`src/rtl/relu2_pkg.sv`:
```
// Shared types and defaults for the second ReLU stage frame sequencer.
package relu2_pkg;

    typedef enum logic [1:0] {
        IDLE  = 2'd0,
        RUN   = 2'd1,
        DRAIN = 2'd2
    } relu2_state_t;

    localparam int RELU2_FRAME_LEN = 93;

endpackage : relu2_pkg

```
`src/rtl/relu2_lane.sv`:
```
// Single-lane signed ReLU; the neg flag reports that the lane was clipped to zero.
module relu2_lane #(
    parameter int WIDTH = 8
) (
    input  logic [WIDTH-1:0] din,
    output logic [WIDTH-1:0] dout,
    output logic             neg
);

    // clip negative codes (including the most-negative one) to zero
    always_comb begin
        neg = din[WIDTH-1];
        if (neg) begin
            dout = '0;
        end else begin
            dout = din;
        end
    end

endmodule : relu2_lane

```
`src/rtl/relu2_frame_ctrl.sv`:
```
// Frame sequencer for ReLU stage 2: per-lane ReLU, one-deep output register,
// frame indexing with first/last marks. Optional clip counter: RELU2_CLIPCNT_EN.
module relu2_frame_ctrl
    import relu2_pkg::*;
#(
    parameter int WIDTH     = 8,
    parameter int LANES     = 8,
    parameter int FRAME_LEN = RELU2_FRAME_LEN,
    parameter int CNT_W     = $clog2(FRAME_LEN)
) (
    input  logic                   clk,
    input  logic                   rst,
    input  logic                   start,
    input  logic                   in_valid,
    output logic                   in_ready,
    input  logic [LANES*WIDTH-1:0] in_data,
    output logic                   out_valid,
    input  logic                   out_ready,
    output logic [LANES*WIDTH-1:0] out_data,
    output logic                   out_first,
    output logic                   out_last,
    output logic [CNT_W-1:0]       sample_idx,
    output logic                   busy,
    output logic                   frame_done
`ifdef RELU2_CLIPCNT_EN
    ,
    output logic [$clog2(LANES*FRAME_LEN+1)-1:0] clip_cnt
`endif
);

    localparam logic [CNT_W-1:0] LAST_IDX = CNT_W'(FRAME_LEN - 1);

    relu2_state_t           state_r;
    relu2_state_t           state_s;
    logic [CNT_W-1:0]       in_cnt_r;
    logic                   in_ready_s;
    logic                   accept_s;
    logic                   last_in_s;
    logic                   out_hs_s;
    logic                   drain_done_s;
    logic                   busy_r;
    logic                   frame_done_r;
    logic                   out_valid_r;
    logic [LANES*WIDTH-1:0] out_data_r;
    logic                   out_first_r;
    logic                   out_last_r;
    logic [CNT_W-1:0]       sample_idx_r;
    logic [LANES*WIDTH-1:0] relu_s;
`ifdef RELU2_CLIPCNT_EN
    logic [LANES-1:0]       neg_s;
`else
    logic [LANES-1:0]       neg_unused_s;
`endif

    for (genvar g = 0; g < LANES; g++) begin : g_lane
        relu2_lane #(.WIDTH(WIDTH)) u_lane (
            .din  (in_data[g*WIDTH +: WIDTH]),
            .dout (relu_s[g*WIDTH +: WIDTH]),
`ifdef RELU2_CLIPCNT_EN
            .neg  (neg_s[g])
`else
            .neg  (neg_unused_s[g])
`endif
        );
    end

    assign accept_s     = in_valid && in_ready_s;
    assign last_in_s    = (in_cnt_r == LAST_IDX);
    assign out_hs_s     = out_valid_r && out_ready;
    assign drain_done_s = (state_r == DRAIN) && out_hs_s && out_last_r;

    // next-state logic and upstream ready
    always_comb begin
        state_s    = state_r;
        in_ready_s = 1'b0;
        case (state_r)
            IDLE: begin
                if (start) begin
                    state_s = RUN;
                end else begin
                    state_s = IDLE;
                end
            end
            RUN: begin
                in_ready_s = !out_valid_r || out_ready;
                if (in_valid && in_ready_s && last_in_s) begin
                    state_s = DRAIN;
                end else begin
                    state_s = RUN;
                end
            end
            DRAIN: begin
                if (drain_done_s) begin
                    state_s = IDLE;
                end else begin
                    state_s = DRAIN;
                end
            end
            default: begin
                state_s    = IDLE;
                in_ready_s = 1'b0;
            end
        endcase
    end

    // state register with registered busy and completion pulse
    always_ff @(posedge clk) begin
        if (rst) begin
            state_r      <= IDLE;
            busy_r       <= 1'b0;
            frame_done_r <= 1'b0;
        end else begin
            state_r      <= state_s;
            busy_r       <= (state_s != IDLE);
            frame_done_r <= drain_done_s;
        end
    end

    // sample index counter; saturates on the last sample until the next start
    always_ff @(posedge clk) begin
        if (rst) begin
            in_cnt_r <= '0;
        end else if ((state_r == IDLE) && start) begin
            in_cnt_r <= '0;
        end else if (accept_s && !last_in_s) begin
            in_cnt_r <= in_cnt_r + CNT_W'(1);
        end else begin
            in_cnt_r <= in_cnt_r;
        end
    end

    // output pipeline register; payload holds while stalled
    always_ff @(posedge clk) begin
        if (rst) begin
            out_valid_r  <= 1'b0;
            out_data_r   <= '0;
            out_first_r  <= 1'b0;
            out_last_r   <= 1'b0;
            sample_idx_r <= '0;
        end else if (accept_s) begin
            out_valid_r  <= 1'b1;
            out_data_r   <= relu_s;
            out_first_r  <= (in_cnt_r == '0);
            out_last_r   <= last_in_s;
            sample_idx_r <= in_cnt_r;
        end else if (out_hs_s) begin
            out_valid_r  <= 1'b0;
        end else begin
            out_valid_r  <= out_valid_r;
        end
    end

`ifdef RELU2_CLIPCNT_EN
    localparam int CLIP_W = $clog2(LANES*FRAME_LEN+1);

    logic [CLIP_W-1:0] neg_cnt_s;
    logic [CLIP_W-1:0] clip_cnt_r;

    // number of clipped lanes in the current input sample
    always_comb begin
        neg_cnt_s = '0;
        for (int i = 0; i < LANES; i++) begin
            neg_cnt_s = neg_cnt_s + CLIP_W'(neg_s[i]);
        end
    end

    // per-frame clipped-lane total, kept after completion until the next start
    always_ff @(posedge clk) begin
        if (rst) begin
            clip_cnt_r <= '0;
        end else if ((state_r == IDLE) && start) begin
            clip_cnt_r <= '0;
        end else if (accept_s) begin
            clip_cnt_r <= clip_cnt_r + neg_cnt_s;
        end else begin
            clip_cnt_r <= clip_cnt_r;
        end
    end

    assign clip_cnt = clip_cnt_r;
`endif

    assign in_ready   = in_ready_s;
    assign out_valid  = out_valid_r;
    assign out_data   = out_data_r;
    assign out_first  = out_first_r;
    assign out_last   = out_last_r;
    assign sample_idx = sample_idx_r;
    assign busy       = busy_r;
    assign frame_done = frame_done_r;

endmodule : relu2_frame_ctrl

```
`config.mk`:
```
export PLATFORM = sky130hd
export DESIGN_NAME = relu2_frame_ctrl
export DESIGN_NICKNAME = d
export VERILOG_FILES = /design/src/rtl/relu2_pkg.sv /design/src/rtl/relu2_lane.sv /design/src/rtl/relu2_frame_ctrl.sv
export SDC_FILE = /design/constraint.sdc
export NUM_CORES = 1
export LEC_CHECK = 0
export CAP_MARGIN = 0
export CORE_MARGIN = 8
export CORE_UTILIZATION = 47
export DETAILED_ROUTE_END_ITERATION = 12
export GPL_TIMING_DRIVEN = 0
export HOLD_SLACK_MARGIN = 0.03
export MAX_ROUTING_LAYER = met4
export PLACE_DENSITY = 0.91
export SLEW_MARGIN = 20
export SYNTH_ARGS = -nofsm -noshare
export SYNTH_HDL_FRONTEND = slang
export SYNTH_HIERARCHICAL = 1
export SYNTH_SLANG_ARGS = --single-unit
```
`constraint.sdc`:
```
create_clock -name clk -period 5.3 [get_ports clk]
set_input_delay 0.53 -clock clk [delete_from_list [all_inputs] [get_ports clk]]
set_output_delay 0.53 -clock clk [all_outputs]
set_load 0.05 [all_outputs]
```
==> results of run 1 <==
## registers in the layout, summed over array words and instances, names as in the netlist
name	flops
out_valid	1
out_first	1
sample_idx	7
busy	1
in_cnt_r	7
frame_done	1
out_data	64
state_r	2
out_last	1
## critical path: stages
cell and delay [ns]:
clkdlybuf4s50_1 0.42, nor2b_1 0.35, nor2_1 0.11, clkdlybuf4s50_1 0.73
## final cells by class
class                      instances  share of cell area, %
sequential                        85                  31.83
inverter                           4                 0.2808
timing repair buffer             144                  26.96
clock inverter                     6                  2.504
clock buffer                      10                  2.574
buffer                            36                  3.230
multi-input combinational        335                  30.31
tap                               99                  2.317
## routing by layer
metal  up-vias  global-route usage (%)  share of wire (%)
met1      1570                   23.39                 44
met5         -                       -                  0
met4         0                   6.772                1.2
met2       104                   31.23                 48
li1       1778                       -                  -
met3        10                   4.428                6.8
## per-stage QoR
stage,std cells,util (%),instance area (um2),hold WS (ns)
floorplan,460,-,3510,0.4691
global placement,703,69.97,5075,0.4416
detailed placement,703,69.97,5075,0.4469
CTS,719,73.71,5346,0.4578
global route,719,73.71,5346,0.4732
finish,719,73.71,5346,0.4551
## cells in the final DEF (no fill, tap or decap), drive strengths merged, types with 4 or more instances in the layout
cell and count:
inv 4, dfxtp 85, nor2b 58, bufinv 4
clkbuf 32, clkdlybuf4s50 144, o21ai 4, conb 8
nand2 149, nand3 5, a21oi 79, nor2 7
buf 14
## report_power, final
part	leakage (nW)	total (mW)	switching [mW]	internal, mW
combinational	1.04	0.222	0.124	0.0980
sequential	0.689	0.662	0.00823	0.654
clock	0.136	0.602	0.228	0.374
total	1.87	1.49	0.360	1.13
## worst min-delay path by stage
stage | depth (start not counted) | startpoint | slack [ns] | end
2_1_floorplan | 2 | in_cnt_r[5] | 0.47 | sample_idx[5]
3_3_place_gp | 2 | out_data[19] | 0.44 | out_data[19]
3_5_place_dp | 2 | sample_idx[0] | 0.45 | sample_idx[0]
4_1_cts | 2 | sample_idx[0] | 0.46 | sample_idx[0]
5_1_grt | 2 | out_data[16] | 0.47 | out_data[16]
6_report | 2 | out_data[33] | 0.46 | out_data[33]
==> results_dict.tcl, run 1 <==
set metrics [dict create \
    status "finished clean" \
    fin_crit_ns 2.679 \
    syn-cell-area_um2 3510 \
    fin_ws_ns 2.621 \
    grt_start_max_net_pins 15 \
    crit_end "in_ready" \
    report.final.slew_viol_count 0 \
    finalCritPeriodShare_pct 50.56 \
    crit_type "in -> out" \
    clkTransAtPathRegs_ns 0.08 \
    antenna_left 0 \
    hold_buffers 0 \
    die_x_um 102.4 \
    grt_overflow 0 \
    drt_first_pass_iters 4 \
    gp_congestion 0.8511 \
    syn_inst 460 \
    clk_path_buf_depth 2 \
    dr.first_iter.drc_count 176 \
    ys_warn_count 6 \
    tightest_slew_ns 0.5498 \
    ctsRootBufferMaster "clkbuf_8" \
    skew_ns 0.006246 \
    r2r_end "out_data[57]" \
    clock.fmax_mhz 373.2 \
    postCtsResizedCells 0 \
    ff2ff_path_depth 6 \
    area_growth_pct 52.34 \
    ios 146 \
    postSynthAreaPerCell_um2 7.630 \
    dpl.hpwl_um 7619 \
    h-tree-depth 3 \
    post-route-drc-count 0 \
    clkLatencyLatePin_ns 0.35 \
    finalPower_mw 1.486 \
    multiInputGateArea_um2 1620 \
    rsz0062_at_grt "false" \
    power_per_cell_area_nw_per_um2 277.9 \
    finalHoldViolCount 0 \
    synth_nets 531 \
    r2r-start "out_valid" \
    antenna_found_initial 0 \
    pre_cts_ws_ns 2.635 \
    core_area_um2 7253 \
    crit_fanout 6 \
    track_usage_pct 19.45 \
    relSlewSlack_pct 63.07 \
    drive_above_1_share_pct 5.645 \
    peakVddDrop_mv 0.1830 \
    worstHoldPathType "reg -> reg" \
    antennaDiodeCount 0 \
    clkSinkCount 85 \
    grt_pass1_vias 3357 \
    die_area_um2 10490 \
    routedWlPerCell_um 13.88 \
    cts_buffers 9 \
    ff_latch_area_um2 1702 \
    critical_path_required_ns 4.77 \
    port-buffer-count 144 \
    grt_pass1_wl_um 15850 \
    cts_tree "done" \
    cellLeakagePower_nw 1.868 \
    arrival_ns 2.15 \
    rrSetupSlack_ns 3.24 \
    num_vias 3462 \
    avgViaCountPerCell 4.815 \
    start_util_pct 48.39 \
    dieHeight_um 102.4 \
    wl_um 9982 \
    drv_cap 0 \
    final_nets 686 \
    setup_tns_ns 0 \
    cp-startpoint "out_ready" \
    fillers 543 \
    endpoint_kind "primary output" \
    rows 31 \
    postCtsSetupBuffers 0 \
    cp-start-kind "input pin" \
    setup-violations-final 0 \
]
(Power assumes the default switching activity.)
==> inputs of run 2 (changes only) <==
- CORE_UTILIZATION: 47 -> 39
- PLACE_DENSITY: 0.91 -> 0.82
- clock period: 5.3 -> 2.45 ns (I/O delays scaled with it)
==> run 2 against run 1 <==
Compared with the run above: cell count rose by 1.3%; non-clock buffer count did not move; wire length rose by 0.97%; critical path type is now reg -> out; final area fell by 1.1%; combinational power rose by 120%; first-iteration DRC count fell by 13%.
==> results_dict.tcl, run 2 (same netlist as run 1, synthesis figures left out) <==
set metrics [dict create \
    start_util_pct 40.24 \
    setup_tns_ns 0 \
    dieHeight_um 110.9 \
    finalHoldViolCount 0 \
    mostFrequentLayoutCell "nand2_1" \
    min-delay-start "rst" \
    p_switching_mw 0.7744 \
    crit_type "reg -> out" \
    avgViaCountPerCell 4.691 \
    holdPathEnd "frame_done" \
    rows 34 \
    swShare_pct 26.72 \
    area_growth_pct 50.62 \
    gp_congestion 0.7932 \
    drt_first_pass_iters 4 \
    p_int_mw 2.124 \
    clkLatencyLatePin_ns 0.35 \
    finalCritPeriodShare_pct 88.17 \
    clkSinkCount 85 \
    r2r_end "out_data[52]" \
    pwr-share-clk_pct 34.0 \
    hold_buffers 0 \
    clock.fmax_mhz 462.9 \
    skew_ns 0.009487 \
    die_x_um 110.9 \
    routedWlPerCell_um 13.84 \
    placed_area_um2 5086 \
    clkTransAtPathRegs_ns 0.08 \
    fin_crit_ns 2.160 \
    h-tree-depth 3 \
    grt_pass1_vias 3322 \
    setup-violations-final 0 \
    cts_buffers 9 \
    tightest_slew_ns 0.5551 \
    arrival_ns 1.92 \
    holdPathStages 3 \
    cp-start-kind "register" \
    fin_ws_ns 0.2898 \
    final_nets 686 \
    layout_common_cells "149 x nand2_1, 144 x clkdlybuf4s50_1, 85 x dfxtp_1" \
    antennaDiodeCount 0 \
    cts_tree "done" \
    ctsRootBufferMaster "clkbuf_8" \
    grt_start_max_net_pins 15 \
    rrSetupSlack_ns 0.36 \
    antenna_found_initial 0 \
    dpl.hpwl_um 7674 \
    finalNonFillerCells 728 \
    clk_path_buf_depth 2 \
    antenna_left 0 \
    combPwrFrac_pct 16.6 \
    grt_overflow 0 \
    report.final.slew_viol_count 0 \
    drive_above_1_share_pct 5.645 \
    r2r-start "out_valid" \
    pre_cts_ws_ns 0.02641 \
    endpoint_kind "primary output" \
    post-route-drc-count 0 \
    largest_register_ffs 64 \
    finalPower_mw 2.898 \
    power_per_cell_area_nw_per_um2 548.3 \
    finalInstanceArea_um2 5286 \
    wl_um 10080 \
    dr.first_iter.drc_count 153 \
    seqPwrFrac_pct 49.4 \
    worst_hold_slack_ns 0.3717 \
    track_usage_pct 16.16 \
    worstHoldPathType "in -> reg" \
    postCtsSetupBuffers 0 \
    peakVddDrop_mv 0.3383 \
    crit_fanout 6 \
    ff2ff_path_depth 6 \
    core_area_um2 8721 \
    status "finished clean" \
    postCtsResizedCells 0 \
    port-buffer-count 144 \
    cellLeakagePower_nw 1.838 \
    final_core_util_pct 60.62 \
    rsz0062_at_grt "false" \
    ios 146 \
    place_inst 712 \
    die_area_um2 12290 \
    grt_pass1_wl_um 16160 \
    drv_cap 0 \
    relSlewSlack_pct 62.88 \
    num_vias 3415 \
    critical_path_required_ns 2.20 \
]
## run 2: changes by cell type in the layout (fill, tap and decap cells not counted), sizes merged
| cell | delta |
|---|---|
| bufinv | -3 |
| clkinv | +3 |
## run 2: power groups by stage
stage               Clock (mW)  Sequential (mW)  Combinational (mW)
floorplan                    0             1.58               0.148
finish                   0.986             1.43               0.480
global route              1.07             1.44               0.517
global placement             0             1.46               0.475
detailed placement           0             1.47               0.481
CTS                       1.01             1.43               0.484
## run 2: final cells by class
class | instances | area (um2)
repair buffers | 144 | 1441
clock buffers | 10 | 137.6
fillers | 794 | 3435
flip-flops and latches | 85 | 1702
plain buffers | 36 | 172.7
inverters | 4 | 15.01
multi-input cells | 335 | 1620
well taps | 108 | 135.1
clock inverters | 6 | 62.56
## run 2: worst max path at each step
stage,start,end,slack [ns],cells past startpoint
6_report,out_valid,in_ready,0.29,3
5_1_grt,out_valid,out_data[26],0.16,6
4_1_cts,out_valid,in_ready,0.26,3
3_5_place_dp,out_ready,out_data[52],0.03,7
3_3_place_gp,out_ready,out_last,0.11,7
2_1_floorplan,out_valid,in_cnt_r[4],0.51,6
## run 2: worst max-delay path, cell delays in order, from the launching register on
cell	delay, ns
dfxtp_1	0.36
nor2b_1	0.36
nor2_1	0.11
clkdlybuf4s50_1	0.74
## run 2: routing by layer
layer  vias up  GRT usage (%)  wire length [um]
li1       1772              -                 -
met1      1521          17.79              4375
met2       111          26.67              4821
met3        11          5.357               714
met4         0          5.766               167
met5         -              -                 0
